File: src/rtl/seg_pkg.sv
// seg_pkg -- shared constants and types for the seven-segment capture slice.
//   SEG_0..SEG_9, SEG_DASH : lit-segment patterns, bit6 = a ... bit0 = g
//   CODE_DASH, CODE_ERR    : non-numeric digit codes
//   cap_state_t            : capture FSM state encoding
//   is_onehot4()           : true when exactly one of four bits is set
package seg_pkg;

  localparam logic [6:0] SEG_0    = 7'b1111110;
  localparam logic [6:0] SEG_1    = 7'b0110000;
  localparam logic [6:0] SEG_2    = 7'b1101101;
  localparam logic [6:0] SEG_3    = 7'b1111001;
  localparam logic [6:0] SEG_4    = 7'b0110011;
  localparam logic [6:0] SEG_5    = 7'b1011011;
  localparam logic [6:0] SEG_6    = 7'b1011111;
  localparam logic [6:0] SEG_7    = 7'b1110000;
  localparam logic [6:0] SEG_8    = 7'b1111111;
  localparam logic [6:0] SEG_9    = 7'b1111011;
  localparam logic [6:0] SEG_DASH = 7'b0000001;

  localparam logic [3:0] CODE_DASH = 4'hE;
  localparam logic [3:0] CODE_ERR  = 4'hF;

  typedef enum logic [1:0] {
    SEEK  = 2'd0,
    COUNT = 2'd1,
    HOLD  = 2'd2
  } cap_state_t;

  function automatic logic is_onehot4(input logic [3:0] v);
    logic r;
    case (v)
      4'b0001, 4'b0010, 4'b0100, 4'b1000: r = 1'b1;
      default:                            r = 1'b0;
    endcase
    return r;
  endfunction

endpackage

File: src/rtl/seg_enc.sv
// seg_enc -- combinational seven-segment pattern decoder.
//   seg  : input  [6:0] lit segments, bit6 = a ... bit0 = g
//   code : output [3:0] digit code 0..9, CODE_DASH, or CODE_ERR
//   err  : output       1 when the pattern is not a recognised glyph
// Optional feature macro: SEG_CAPTURE_DASH_EN -- decode the lone g segment
// as a dash (CODE_DASH, no error) instead of treating it as invalid.
module seg_enc
  import seg_pkg::*;
(
  input  logic [6:0] seg,
  output logic [3:0] code,
  output logic       err
);

  always_comb begin
    code = CODE_ERR;
    err  = 1'b1;
    case (seg)
      SEG_0: begin code = 4'd0; err = 1'b0; end
      SEG_1: begin code = 4'd1; err = 1'b0; end
      SEG_2: begin code = 4'd2; err = 1'b0; end
      SEG_3: begin code = 4'd3; err = 1'b0; end
      SEG_4: begin code = 4'd4; err = 1'b0; end
      SEG_5: begin code = 4'd5; err = 1'b0; end
      SEG_6: begin code = 4'd6; err = 1'b0; end
      SEG_7: begin code = 4'd7; err = 1'b0; end
      SEG_8: begin code = 4'd8; err = 1'b0; end
      SEG_9: begin code = 4'd9; err = 1'b0; end
`ifdef SEG_CAPTURE_DASH_EN
      SEG_DASH: begin code = CODE_DASH; err = 1'b0; end
`endif
      default: ;
    endcase
  end

endmodule

File: src/rtl/seg_capture.sv
// seg_capture -- captures the four digits of a scanned seven-segment display
// and presents them as one frame on a valid/ready interface.
//   clk, rst_n  : rising-edge clock, asynchronous active-low reset
//   seg_in      : lit segments a..g (bit6 = a)
//   dig_en      : one-hot digit select, bit0 = least significant digit
//   out_data    : four 4-bit digit codes, [3:0] = digit 0
//   out_err     : some digit of the presented frame failed to decode
//   out_valid   : frame presented; out_ready accepts it
//   overrun     : sticky, a complete frame was dropped; ovr_clr clears it
// Parameter STABLE_CYC (2..15): identical samples needed to accept a digit.
// Optional feature macro: SEG_CAPTURE_DASH_EN (see seg_enc).
module seg_capture
  import seg_pkg::*;
#(
  parameter int unsigned STABLE_CYC = 4
) (
  input  logic        clk,
  input  logic        rst_n,
  input  logic [6:0]  seg_in,
  input  logic [3:0]  dig_en,
  output logic [15:0] out_data,
  output logic        out_err,
  output logic        out_valid,
  input  logic        out_ready,
  output logic        overrun,
  input  logic        ovr_clr
);

  localparam logic [3:0] STABLE = STABLE_CYC[3:0];

  cap_state_t      state, state_nxt;
  logic [3:0]      cnt, cnt_nxt;
  logic [6:0]      seg_r, prev_seg;
  logic [3:0]      en_r, prev_en;
  logic            changed;
  logic            cap_we;
  logic [3:0]      seen, seen_nxt;
  logic [3:0][3:0] slot_code;
  logic [3:0]      slot_err;
  logic [3:0]      dec_code;
  logic            dec_err;
  logic            frame_done;
  logic            load_ok;

  // Input register plus a one-cycle-older copy; prev_* is the sample the
  // counter has been accumulating, so a capture writes that value even if
  // the current sample has already moved on.
  always_ff @(posedge clk or negedge rst_n) begin
    if (!rst_n) begin
      seg_r    <= '0;
      en_r     <= '0;
      prev_seg <= '0;
      prev_en  <= '0;
    end else begin
      seg_r    <= seg_in;
      en_r     <= dig_en;
      prev_seg <= seg_r;
      prev_en  <= en_r;
    end
  end

  assign changed = (seg_r != prev_seg) || (en_r != prev_en);

  seg_enc u_enc (
    .seg  (prev_seg),
    .code (dec_code),
    .err  (dec_err)
  );

  always_ff @(posedge clk or negedge rst_n) begin
    if (!rst_n) begin
      state <= SEEK;
      cnt   <= '0;
    end else begin
      state <= state_nxt;
      cnt   <= cnt_nxt;
    end
  end

  // The capture fires one cycle after the counter reaches STABLE. If the
  // sample changed in that same cycle, the new sample is evaluated at once
  // rather than parked in HOLD, where the change would already be absorbed
  // into prev_* and go unnoticed.
  always_comb begin
    state_nxt = state;
    cnt_nxt   = cnt;
    cap_we    = 1'b0;
    case (state)
      SEEK: begin
        if (is_onehot4(en_r)) begin
          state_nxt = COUNT;
          cnt_nxt   = 4'd1;
        end else begin
          cnt_nxt   = '0;
        end
      end
      COUNT: begin
        if (cnt >= STABLE) begin
          cap_we = 1'b1;
          if (!changed) begin
            state_nxt = HOLD;
          end else if (is_onehot4(en_r)) begin
            state_nxt = COUNT;
            cnt_nxt   = 4'd1;
          end else begin
            state_nxt = SEEK;
            cnt_nxt   = '0;
          end
        end else if (!is_onehot4(en_r)) begin
          state_nxt = SEEK;
          cnt_nxt   = '0;
        end else if (changed) begin
          cnt_nxt   = 4'd1;
        end else begin
          cnt_nxt   = 4'(cnt + 4'd1);
        end
      end
      HOLD: begin
        if (changed) begin
          if (is_onehot4(en_r)) begin
            state_nxt = COUNT;
            cnt_nxt   = 4'd1;
          end else begin
            state_nxt = SEEK;
            cnt_nxt   = '0;
          end
        end
      end
      default: begin
        state_nxt = SEEK;
        cnt_nxt   = '0;
      end
    endcase
  end

  always_ff @(posedge clk or negedge rst_n) begin
    if (!rst_n) begin
      slot_code <= '1;
      slot_err  <= '0;
    end else if (cap_we) begin
      for (int unsigned i = 0; i < 4; i++) begin
        if (prev_en[i]) begin
          slot_code[i] <= dec_code;
          slot_err[i]  <= dec_err;
        end
      end
    end
  end

  assign frame_done = (seen == 4'hF);
  assign load_ok    = !out_valid || out_ready;

  // A capture landing on the frame-completion edge belongs to the next
  // frame, so the clear is applied first and the new bit set afterwards.
  always_comb begin
    seen_nxt = frame_done ? '0 : seen;
    if (cap_we) begin
      seen_nxt = seen_nxt | prev_en;
    end
  end

  always_ff @(posedge clk or negedge rst_n) begin
    if (!rst_n) begin
      seen <= '0;
    end else begin
      seen <= seen_nxt;
    end
  end

  always_ff @(posedge clk or negedge rst_n) begin
    if (!rst_n) begin
      out_data  <= '1;
      out_err   <= 1'b0;
      out_valid <= 1'b0;
    end else if (frame_done && load_ok) begin
      out_data  <= slot_code;
      out_err   <= |slot_err;
      out_valid <= 1'b1;
    end else if (out_ready) begin
      out_valid <= 1'b0;
    end
  end

  always_ff @(posedge clk or negedge rst_n) begin
    if (!rst_n) begin
      overrun <= 1'b0;
    end else if (frame_done && !load_ok) begin
      overrun <= 1'b1;
    end else if (ovr_clr) begin
      overrun <= 1'b0;
    end
  end

endmodule

File: config.mk
export PLATFORM = sky130hd
export DESIGN_NAME = seg_capture
export DESIGN_NICKNAME = d
export VERILOG_FILES = /design/src/rtl/seg_pkg.sv /design/src/rtl/seg_enc.sv /design/src/rtl/seg_capture.sv
export SDC_FILE = /design/constraint.sdc
export NUM_CORES = 1
export LEC_CHECK = 0
export CORE_AREA = 2 2 80 82
export CTS_BUF_LIST = sky130_fd_sc_hd__clkbuf_4 sky130_fd_sc_hd__clkbuf_8 sky130_fd_sc_hd__clkbuf_16
export CTS_CLUSTER_DIAMETER = 80
export DETAILED_ROUTE_END_ITERATION = 8
export DIE_AREA = 0 0 82 84
export PLACE_DENSITY = 0.79
export SLEW_MARGIN = 20
export SYNTH_ARGS = -nofsm -noshare
export SYNTH_HDL_FRONTEND = slang
export SYNTH_SLANG_ARGS = --single-unit
File: constraint.sdc
create_clock -name clk -period 1.85 [get_ports clk]
set_input_delay 0.37 -clock clk [delete_from_list [all_inputs] [get_ports clk]]
set_output_delay 0.37 -clock clk [all_outputs]
set_load 0.02 [all_outputs]
==> out/results.txt <==
status: finished clean
drt first-iter violations: 120
Post-DRT Antenna Nets: 0
Inst Count DP: 346
met3 GRT Util: 0.05195
Post-CTS Hold Buffers: 0
sequential area share after synthesis: 0.6385
drt pass-1 iters: 4
Die Width: 82 um
Clock Path Buffers: 2
unrepaired setup endpoints after global routing: true
min-delay worst type: in -> async
vias in the first global route: 1,906
synthesized net count: 247
slowest cell delay on critical path: 0.51 ns
Synth top area share: 0.3430
fmax: 554.6 MHz
Syn-to-layout area delta: 25.55%
Starting Density: 0.4667
htree depth: 3
All-Layer GR Usage: 0.1618
sequential power share: 0.556
Worst Path Buf+Inv: 1
ys async rst share: 1.000
gpl congestion: 0.7214
worst endpoint required time: 2.08 ns
ys flop type: dfrtp_1
commonest non-fill, non-tap cells in the layout: 39 x dfrtp_1, 37 x nand2_1, 32 x dfstp_2
global-route wire length before repair: 8466 um
P per Cell Area: 812.6 nW/um^2
Via-to-Cell Ratio: 5.044
final net count: 297
gr busiest metal: met2
Reg clk slew, reported paths: 0.07 ns
max-cap viol count: 0
# IOs: 34
Synth Cell Area: 2845 sq um
HPWL after DPL: 3543 um
vias: 1,831
initial antenna violation count: 0
Clock power frac: 0.392
Sw Share: 0.2226
skew final: 0.005367 ns
Layout Cells excl Fill: 363
Synth Warn #: 0
layout cell share with drive strength beyond 1: 0.3217
WP data arrival: 2.03 ns
Startpoint Class: flip-flop
Critical Path Slowest Stage Cell: or4b_4
final design utilization: 0.5860
worst path cell trace: xor2_1 > nor4_2 > buf_4 > or4b_4 > a21oi_2 > nor2_1
P_leak: 1.716 nW
diode count: 0
Slew HR: 0.7438
Period Utilization, post-route: 0.9746
drt total wl: 4911 um
GR Util met1: 0.1913
leading area contributor after synthesis: dfrtp_1
CTS tree: built
Final Power: 0.002903 W
drt wl/cell: 13.53 um
CP delay by family, top: simple AND/OR/NAND/NOR gates
Sw Pwr: 0.0006463 W
synth top area cells: dfrtp_1 34%, dfstp_2 30%, mux2_2 7.9%
root buf cell: clkbuf_8
met2 Usage GRT: 0.2735
min cycle time layout: 1.803 ns
Die Span Y: 84 um
crit path max fanout: 6
full die area: 6888 sq um
most common cell after layout, fill and taps aside: dfrtp_1
remaining global-route overflow: 0
Final Hold Fails: 0
Netlist cell types: 38
WS Path Type: reg -> reg
Worst-Margin Slew: 0.3803 ns
combinational share of power: 0.052
cell-internal power: 0.002256 W
max-slew violations: 0
worst IR drop on VDD: 0.0005620 V
cells after synthesis: 231
EDFF count, synth: 0
Post-Syn Area per Cell: 12.32 sq um
setup TNS: 0 ns
IO Port Bufs: 33
core area: 6096 sq um
# rows: 29
largest net degree at the start of global routing: 72
cts bufs inserted: 9
Crit. End Element: flip-flop
clk_lat worst skew: 0.33 ns
sinks on the clock net: 71
DR DRC count: 0
FF+latch count, synth: 71
# setup viols final: 0
stage by stage:
step	hold slack (ns)	setup WS [ns]	instance area [sq um]
floorplan	0.07441	0.05914	2845
global placement	0.3769	0.05541	3333
detailed placement	0.3880	-0.03589	3333
CTS	0.05365	0.0005209	3536
global route	0.06036	-0.04723	3572
finish	0.03962	0.04704	3572
synth_stat cells (2+ instances only):
cell type  count
dfrtp_1       39
nand2_1       37
dfstp_2       32
o21ai_0       24
mux2_2        20
nor2_1        11
xnor2_1        7
xor2_1         7
a21oi_1        4
buf_2          4
nand4_1        4
clkbuf_1       3
mux2i_1        3
nor2b_1        3
o22ai_1        3
buf_6          2
inv_1          2
nand2b_1       2
nand3_1        2
nand3b_1       2
o211ai_1       2
or4b_1         2
layer usage:
layer	wire (um)	vias to the layer above
li1	-	891
met1	2099	889
met2	2524	45
met3	231	6
met4	55	0
met5	0	-
final timing paths:
kind                                    startpoint                        end  slack (ns)  cells past startpoint
worst max-delay path            seg_r[0]$_DFF_PN0_       state[0]$_DFFE_PN0P_        0.05                      6
worst min-delay path                         rst_n        out_err$_DFFE_PN0P_        0.04                      2
worst max register to register  seg_r[0]$_DFF_PN0_       state[0]$_DFFE_PN0P_        0.05                      6
worst min register to register  seg_r[0]$_DFF_PN0_      prev_seg[0]$_DFF_PN0_        0.40                      0
max in group asynchronous                    rst_n  slot_code[13]$_DFFE_PN1P_        1.47                      2
min in group clk                seg_r[0]$_DFF_PN0_      prev_seg[0]$_DFF_PN0_        0.40                      0
logic make-up after synthesis:
group	share of synthesized area
AOI/OAI and AO/OA	0.07960
xor gates and xnor gates	0.04310
adders and majority gates	0.004397
buffers and inverters	0.02331
DFF	0.6385
muxes	0.08971
and+or+nand+nor	0.1214
power groups by stage:
stage	Clock [W]	Sequential, W	Combinational (W)
final	0.00114	0.00161	0.000152
after global routing	0.00125	0.00162	0.000169
after CTS	0.00118	0.00161	0.000153
after detailed placement	0	0.00164	0.000150
after global placement	0	0.00164	0.000145
after floorplan	0	0.00163	0.0000724
state kept, by name (all words and copies together) (netlist names):
signal     cells
out_data      16
slot_code     16
prev_seg       7
seg_r          7
cnt            4
en_r           4
prev_en        4
seen           4
slot_err       4
state          2
out_err        1
out_valid      1
overrun        1
final cells by class:
class | instances | area [sq um]
fillers | 512 | 2524
flip-flops and latches | 71 | 1817
multi-input cells | 148 | 975.9
repair buffers | 49 | 483.0
clock buffers | 11 | 162.7
well taps | 77 | 96.34
clock inverters | 5 | 30.03
inverters | 2 | 7.507
what timing repair did:
action,4_1_cts,5_1_grt
resized for setup,6,16
setup buffers,1,0
setup endpoints to repair,9,20
cloned,0,0
pin swaps,1,2
(Power assumes the default switching activity.)
==> RTL edit: new RTL, config.mk and constraints unchanged <==
Re-encode `cap_state_t` (3 states) as one-hot, 3 bits wide.
--- a/src/rtl/seg_pkg.sv
+++ b/src/rtl/seg_pkg.sv
@@ -21,8 +21,8 @@
   localparam logic [3:0] CODE_ERR  = 4'hF;
 
-  typedef enum logic [1:0] {
-    SEEK  = 2'd0,
-    COUNT = 2'd1,
-    HOLD  = 2'd2
+  typedef enum logic [2:0] {
+    SEEK  = 3'b001,
+    COUNT = 3'b010,
+    HOLD  = 3'b100
   } cap_state_t;
 
Behaviour: same outputs for any inputs over 10 cycles, from zero or initial values and one cycle with rst_n low; not proved beyond that.
==> RTL edit against the unedited design <==
- total power grew 3.7%
- cell count grew 1.1%
- hold slack better by 0.0011 ns
- critical path type unchanged
- synthesized area grew 4.0%
- sequential share of layout area grew 0.88 points
- sequential cell count is 1 higher
- routed wire length grew 5.7%
- synthesized cell count rose by 4.8%
- worst setup slack improved by 0.071 ns
- non-clock buffer count shrank 7
- clock skew up 0.0037 ns
- largest power group unchanged
- design area about the same
==> RTL edit: results (changes against the unedited design) <==
[run_status]
status=finished clean

[routing]
post_drt_wl_per_cell_um=14.1  ; +4.5%
first_pass_iters=4  ; unchanged
wl_met1_um=2320  ; +10%
drt_iter0_drc=121  ; +0.83%
wl_met2_um=2550  ; +0.95%
top_layer=met4
vias=1937  ; +5.8%
wl_met3_um=256  ; +11%

[global_routing]
grt_first_pass_wirelength_um=9100  ; +7.5%
use_met1_pct=23.0  ; +3.9 points
grt_max_degree=73  ; +1.4%
track_usage_pct=17.4  ; +1.3 points
gr-usage-met2_pct=27.7  ; +0.37 points
met3_usage_pct=4.87  ; -0.32 points

[yosys]
async_flop_share_pct=100  ; unchanged
synth_xor_area_share_pct=4.14  ; -0.17 points
synthesis.nets=258  ; +4.5%
synthDistinctLibCells=44  ; +16%
yosys-top-cells-count=dfrtp_1, dfstp_2, nand2_1
synth_cells=242  ; +4.8%
synth_compound_area_share_pct=8.75  ; +0.79 points
synthMuxAreaShare_pct=7.95  ; -1.0 points
netlist_top_cells_area=dfrtp_1, dfstp_2, mux2_2
synth_fa_ha_area_share_pct=0.423  ; -0.017 points
synth_warnings=0  ; unchanged
ys_seq_area_share_pct=62.3  ; -1.6 points

[sta]
finalClockSkew_ns=0.00909  ; +0.00372 ns
slew_headroom_pct=75.3  ; +0.91 points

[clock_tree]
clkLatencyLatePin_ns=0.33  ; about the same
cts-resized-gates=15  ; +9
cts_buffers=9  ; unchanged
htree_levels=3  ; unchanged
cts.clk_slew.worst_paths_ns=0.07  ; about the same
post_cts_buffers=0  ; -1

[place]
dpl.hpwl_um=3590  ; +1.4%
placed_area_sq_um=3380  ; +1.3%
pre_cts_ws_ns=0.0433  ; +0.0791 ns
dp.cells=351  ; +1.4%
gp_congestion=0.806  ; +12%

[worst_setup_path]
slowest_stage=or4_4
cp_max_fo=12  ; +6
path_delay_family=simple AND/OR/NAND/NOR gates
cpPeakStageDelay_ns=0.63  ; +0.12 ns

[hold_path]
hold_class=primary input to async pin

[finish]
n_antenna_cell=0  ; unchanged
layout-drive-gt1-share_pct=30.7  ; -1.5 points
fin_cells=367  ; +1.1%
largestRegisters=out_data (16), slot_code (16)
nets=301  ; +1.3%

[power]
peakVddDrop_mv=0.415  ; -26%
p_leak_nw=1.57  ; -8.7%
p_switching_mw=0.671  ; +3.9%

==> RTL edit: cell count changes after synthesis, moves of 4 or more <==
cell     delta
nand2_1     -9
o21ai_1     +4
nor3_1      +4
o21ai_0    -17
xor2_1      +5
nor3b_1     +4
a21oi_1    +10
nor2_1      +7
xnor2_1     -5
==> RTL edit: cell type report <==
| cell class | instances | area [sq um] |
|---|---|---|
| clock buffer | 11 | 139 |
| clock inverter | 5 | 57.6 |
| fill | 523 | 2530 |
| inverter | 2 | 7.51 |
| multi-input combinational | 158 | 1030 |
| sequential | 72 | 1850 |
| tap | 77 | 96.3 |
| timing repair buffer | 42 | 389 |
==> RTL edit: through the flow <==
| step | hold WS (ns) | power (mW) |
|---|---|---|
| 5_1_grt | 0.0664 | 3.16 |
| 2_1_floorplan | 0.0744 | 1.76 |
| 6_report | 0.0407 | 3.01 |
| 3_5_place_dp | 0.378 | 1.84 |
| 3_3_place_gp | 0.379 | 1.83 |
| 4_1_cts | 0.0506 | 3.06 |
==> RTL edit: worst paths after layout <==
| path | start | to | slack (ns) | depth (start not counted) |
|---|---|---|---|---|
| max | prev_seg[2] | slot_code[11] | 0.12 | 5 |
| min | rst_n | seen[3] | 0.04 | 2 |
| max reg2reg | prev_seg[2] | slot_code[11] | 0.12 | 5 |
| min reg2reg | seg_r[0] | prev_seg[0] | 0.39 | 0 |
| max in group asynchronous | rst_n | slot_code[13] | 1.46 | 2 |
| min in group clk | seg_r[0] | prev_seg[0] | 0.39 | 0 |
==> RTL edit: power groups by stage <==
stage               Sequential (mW)  Clock (mW)  Combinational (mW)
floorplan                      1.66           0              0.0938
global placement               1.68           0               0.147
detailed placement             1.68           0               0.152
CTS                            1.66        1.25               0.153
global route                   1.66        1.33               0.172
finish                         1.66        1.20               0.150
